==> src/rtl/pipe_ctrl_pkg.sv <==
// Shared definitions for the pipeline hazard controller: FSM state encoding
// and the width of the bubble-cycle counter.
package pipe_ctrl_pkg;

  localparam int STALL_CNT_W = 16;

  typedef enum logic [1:0] {
    RUN  = 2'd0,
    IMM  = 2'd1,
    HALT = 2'd2
  } state_e;

endpackage

==> src/rtl/sat_counter.sv <==
// Up-counter that sticks at all-ones instead of wrapping; clr_n clears it asynchronously.
module sat_counter #(
  parameter int W = 16
) (
  input  logic         clk,
  input  logic         clr_n,
  input  logic         inc,
  output logic [W-1:0] count
);

  localparam logic [W-1:0] ONE = W'(1);
  localparam logic [W-1:0] MAX = '1;

  always_ff @(posedge clk or negedge clr_n) begin
    if (!clr_n) begin
      count <= '0;
    end else if (inc && (count != MAX)) begin
      count <= count + ONE;
    end
  end

endmodule

==> src/rtl/pipe_hazard_ctrl.sv <==
// Stall/flush controller for the IF/ID/EX pipeline: load-use bubbles, two-byte
// instruction assembly, branch flushes and HLT, plus a count of bubble cycles.
module pipe_hazard_ctrl
  import pipe_ctrl_pkg::*;
(
  input  logic        clk,
  input  logic        rst,
  input  logic        id_valid,
  input  logic        id_is_2byte,
  input  logic        id_halt,
  input  logic [1:0]  id_rs_a,
  input  logic [1:0]  id_rs_b,
  input  logic        id_uses_a,
  input  logic        id_uses_b,
  input  logic        ex_memtoreg,
  input  logic        ex_regwrite,
  input  logic [1:0]  ex_dist,
  input  logic        branch_taken,
  output logic        pc_en,
  output logic        if_id_en,
  output logic        if_id_flush,
  output logic        id_ex_flush,
  output logic        imm_capture,
  output logic        halted,
  output logic [15:0] stall_cnt
);

  state_e state;
  state_e state_next;
  logic   load_use;

  // Handshake-free control block: every output is a same-cycle function of
  // state and inputs; the pipeline registers act on them at the next clk edge.
  assign load_use = id_valid && ex_memtoreg && ex_regwrite &&
                    ((id_uses_a && (ex_dist == id_rs_a)) ||
                     (id_uses_b && (ex_dist == id_rs_b)));

  always_ff @(posedge clk or negedge rst) begin
    if (!rst) begin
      state <= RUN;
    end else begin
      state <= state_next;
    end
  end

  always_comb begin
    pc_en       = 1'b1;
    if_id_en    = 1'b1;
    if_id_flush = 1'b0;
    id_ex_flush = 1'b0;
    imm_capture = 1'b0;
    halted      = 1'b0;
    state_next  = state;

    unique case (state)
      RUN: begin
        if (branch_taken) begin
          if_id_flush = 1'b1;
          id_ex_flush = 1'b1;
          state_next  = RUN;
        end else if (load_use) begin
          pc_en       = 1'b0;
          if_id_en    = 1'b0;
          id_ex_flush = 1'b1;
          state_next  = RUN;
        end else if (id_valid && id_halt) begin
          // HLT itself moves on into EX; fetch freezes behind it.
          pc_en       = 1'b0;
          if_id_en    = 1'b0;
          state_next  = HALT;
        end else if (id_valid && id_is_2byte) begin
          // Keep the opcode in IF/ID while the immediate byte is fetched.
          if_id_en    = 1'b0;
          id_ex_flush = 1'b1;
          state_next  = IMM;
        end
      end
      IMM: begin
        // EX holds the bubble inserted on entry, so load_use cannot apply here.
        if (branch_taken) begin
          if_id_flush = 1'b1;
          id_ex_flush = 1'b1;
        end else begin
          imm_capture = 1'b1;
        end
        state_next = RUN;
      end
      HALT: begin
        pc_en       = 1'b0;
        if_id_en    = 1'b0;
        id_ex_flush = 1'b1;
        halted      = 1'b1;
        state_next  = HALT;
      end
      default: begin
        state_next = RUN;
      end
    endcase

    if (!rst) begin
      pc_en       = 1'b0;
      if_id_en    = 1'b0;
      if_id_flush = 1'b1;
      id_ex_flush = 1'b1;
      imm_capture = 1'b0;
      halted      = 1'b0;
      state_next  = RUN;
    end
  end

  sat_counter #(
    .W (STALL_CNT_W)
  ) u_stall_cnt (
    .clk   (clk),
    .clr_n (rst),
    .inc   (id_ex_flush && (state != HALT)),
    .count (stall_cnt)
  );

endmodule

==> config.mk <==
export PLATFORM = sky130hd
export DESIGN_NAME = pipe_hazard_ctrl
export DESIGN_NICKNAME = d
export VERILOG_FILES = /design/src/rtl/pipe_ctrl_pkg.sv /design/src/rtl/sat_counter.sv /design/src/rtl/pipe_hazard_ctrl.sv
export SDC_FILE = /design/constraint.sdc
export NUM_CORES = 1
export LEC_CHECK = 0
export CAP_MARGIN = 10
export CORE_MARGIN = 2
export CORE_UTILIZATION = 35
export CTS_CLUSTER_DIAMETER = 80
export DETAILED_ROUTE_END_ITERATION = 8
export PLACE_DENSITY = 0.67
export SLEW_MARGIN = 10
export SYNTH_ARGS = -nofsm -noshare
export SYNTH_HDL_FRONTEND = slang
export SYNTH_HIERARCHICAL = 1
export SYNTH_SLANG_ARGS = --single-unit
export TNS_END_PERCENT = 1
==> constraint.sdc <==
create_clock -name clk -period 1.7 [get_ports clk]
set_input_delay 0.34 -clock clk [delete_from_list [all_inputs] [get_ports clk]]
set_output_delay 0.34 -clock clk [all_outputs]
set_load 0.01 [all_outputs]
==> metrics.md <==
| Metric | Value |
|---|---|
| Worst Tran Pin Value | `0.417 ns` |
| R2R Path Start | `state[1]$_DFFE_PN0P_` |
| FFs w/ async S/R, synth | `1.00` |
| Final setup fails | `5` |
| Worst EP required | `1.89 ns` |
| Placed insts | `211` |
| Seq pwr share | `0.385` |
| Switching power | `0.593 mW` |
| Yosys top cell area share | `0.407` |
| Yosys reg bits | `18` |
| Hpwl dp | `2270 um` |
| Clock Tree Buf Depth | `2` |
| Register area | `458 sq um` |
| Synth cell types | `39` |
| Initial Util | `0.365` |
| Worst Setup End Kind | `flop` |
| Starting DRT DRC Count | `34` |
| Critical path class | `reg -> reg` |
| PortBufs | `37` |
| Routed vias/inst | `5.17` |
| EDFF count, synth | `0` |
| CORE AREA | `3030 sq um` |
| Vias in the first global route | `1,159` |
| Design Power | `1.67 mW` |
| Unrepaired setup endpoints after global routing | `true` |
| Slew margin rel. | `0.721` |
| Failing checks | `setup timing` |
| Routed WL per cell | `14.0 um` |
| Fraction of layout cells with a size suffix above 1 | `0.452` |
| R2r worst-path depth | `8` |
| Pleak | `0.900 nW` |
| Die height | `60.2 um` |
| Post-Route WL | `3100 um` |
| Mean Syn Cell Area | `10.3 sq um` |
| FMAX | `565 MHz` |
| CP Max Fanout | `4` |
| Yosys warning count | `6` |
| Fin. Hold Viols | `0` |
| CTS Hold Bufs | `0` |
| Slew Limit Fails | `0` |
| CTS tree | `yes` |
| Final RePlAce weighted congestion | `0.800` |
| Initial antenna violation count | `0` |
| Total Routing Usage GR | `0.191` |
| Largest net degree at the start of global routing | `14` |
| WHS | `0.189 ns` |
| GRT overflow | `0` |
| Die area | `3630 sq um` |
| Clock Tree Root | `clkbuf_4` |
| Post-synthesis net count | `124` |
| Hold crit path type | `in -> async` |
| # diodes | `0` |
| Area of the multi-input gates | `778 sq um` |
| Cell Area, Synth | `1110 sq um` |
| Tmin final | `1.77 ns` |
| Clock Latency Late Sink | `0.30 ns` |
| Fin cells | `221` |
| Ranking of synthesized cells by area | `dfrtp_1, xnor2_1, nand3_1, nand4_1, nor4_4` |
| CP startpoint kind | `flop` |
| Die width | `60.2 um` |
| Via count | `1,142` |
| Area delta synth->final | `70.1%` |
| Most used DFF post-synth | `dfrtp_1` |
| IO Pins | `38` |
| Internal power | `1.07 mW` |
| Filler Cell Count | `265` |
| CTS clk-pin slew, worst paths | `0.12 ns` |
| Row count | `20` |
| H-tree lvl count | `1` |
| Comb pwr share | `0.449` |
| Setup TNS | `-0.222 ns` |
| Clock skew | `0.00894 ns` |
| Clock sink count | `18` |
| Fin worst setup slack | `-0.0702 ns` |
| Fin util | `0.621` |
| CTS Buf Count | `3` |
| Critical R2R Capture | `u_stall_cnt/count[15]$_DFFE_PN0P_` |
| Sw Ratio | `0.356` |
| Drt first pass iters | `4` |
| Antenna Nets Post-Route | `0` |
| Sequential-to-total area share from yosys stat | `0.407` |
| Critical Path AT | `1.96 ns` |
| Fin crit share | `1.04` |
| Max Cap Viol | `0` |
| Mapped Cells | `107` |
| # DRC | `0` |
| P per Cell Area | `886 nW/um^2` |
| First-pass GRT wire length | `5260 um` |
| Clk network pwr share | `0.165` |
| Maximum VDD drop | `340 uV` |
| Area leader, netlist | `dfrtp_1` |
| Status | `finished with violations` |
| Net count of the finished layout | `195` |
| Worst reg2reg setup slack | `-0.07 ns` |
worst max-delay path: stages, from the launching register on:
cell and delay, ns:
dfrtp_1 0.40, nand2b_4 0.14, and2_4 0.18, nand2_4 0.08, o221a_4 0.21, nand4_1 0.15, nor4_4 0.22, and4b_1 0.23
a21oi_1 0.06
layout make-up:
class                           count  area share
Inverter                            2     0.00399
Clock buffer                        4      0.0193
Tap cell                           44      0.0293
Multi-Input combinational cell     87       0.414
Sequential cell                    18       0.243
Timing Repair Buffer               66       0.291
cell usage after synthesis (2+ instances only):
cell type	number
dfrtp_1	18
nand3_1	10
xnor2_1	9
nand2_1	8
nand4_1	8
o21a_1	5
o21ai_0	5
nor2_1	4
a21oi_1	3
a31oi_1	3
and3_1	2
inv_1	2
nand2b_1	2
nor4_4	2
xor2_1	2
power by group through the flow:
stage / Combinational [mW] / Sequential (mW) / Clock, mW
6_report: 0.749 / 0.642 / 0.275
5_1_grt: 0.812 / 0.661 / 0.297
4_1_cts: 0.705 / 0.641 / 0.282
3_5_place_dp: 0.687 / 0.642 / 0
3_3_place_gp: 0.673 / 0.634 / 0
2_1_floorplan: 0.232 / 0.678 / 0
registers in the layout (all words and copies together), names as in the netlist:
name / flops
u_stall_cnt/count: 16
state: 2
layer usage:
layer	track usage	part of all wire
met1	0.233	0.44
met2	0.337	0.50
met3	0.0303	0.050
met4	0.0635	0.0078
met5	0	0
layout by cell type, fill, tap and decap left out, types with 6 or more instances in the layout:
| cell type | Yosys | routed |
|---|---|---|
| buf_4 | 0 | 27 |
| clkdlybuf4s50_1 | 0 | 12 |
| dfrtp_1 | 18 | 12 |
| dlygate4sd2_1 | 0 | 9 |
| nand4_1 | 8 | 8 |
| buf_2 | 0 | 7 |
| nand3_1 | 10 | 6 |
| dfrtp_2 | 0 | 6 |
through the flow:
stage | setup slack [ns] | area, sq um
detailed placement | -0.785 | 1720
CTS | -0.166 | 1830
floorplan | -0.0860 | 1120
global route | -0.170 | 1880
global placement | -0.688 | 1720
finish | -0.0702 | 1880
how the worst max path moves through the flow:
stage / startpoint / to / slack (ns) / cells past startpoint
2_1_floorplan: ex_dist[0] / u_stall_cnt/count[15]$_DFFE_PN0P_ / -0.09 / 8
6_report: state[1]$_DFFE_PN0P_ / u_stall_cnt/count[15]$_DFFE_PN0P_ / -0.07 / 8
3_3_place_gp: ex_dist[0] / id_ex_flush / -0.69 / 6
4_1_cts: id_halt / id_ex_flush / -0.17 / 5
5_1_grt: state[1]$_DFFE_PN0P_ / u_stall_cnt/count[15]$_DFFE_PN0P_ / -0.17 / 8
3_5_place_dp: ex_dist[0] / u_stall_cnt/count[14]$_DFFE_PN0P_ / -0.79 / 9
logic make-up (layout without fill, tap and decap cells):
family                     Yosys count  after routing  share of synthesized area
and+or+nand+nor                     51             51                      0.325
AOI/OAI and AO/OA                   23             23                      0.153
muxes                                1              1                     0.0102
DFF                                 18             18                      0.407
xor gates and xnor gates            11             11                     0.0871
adders and majority gates            1              1                     0.0113
buffers and inverters                2             72                    0.00679
timing repair:
action,4_1_cts,5_1_grt
pin swaps,12,5
setup endpoints to repair,28,29
buffers inserted,5,1
resized for setup,62,27
Note: power is estimated with default switching activity, not from simulation.
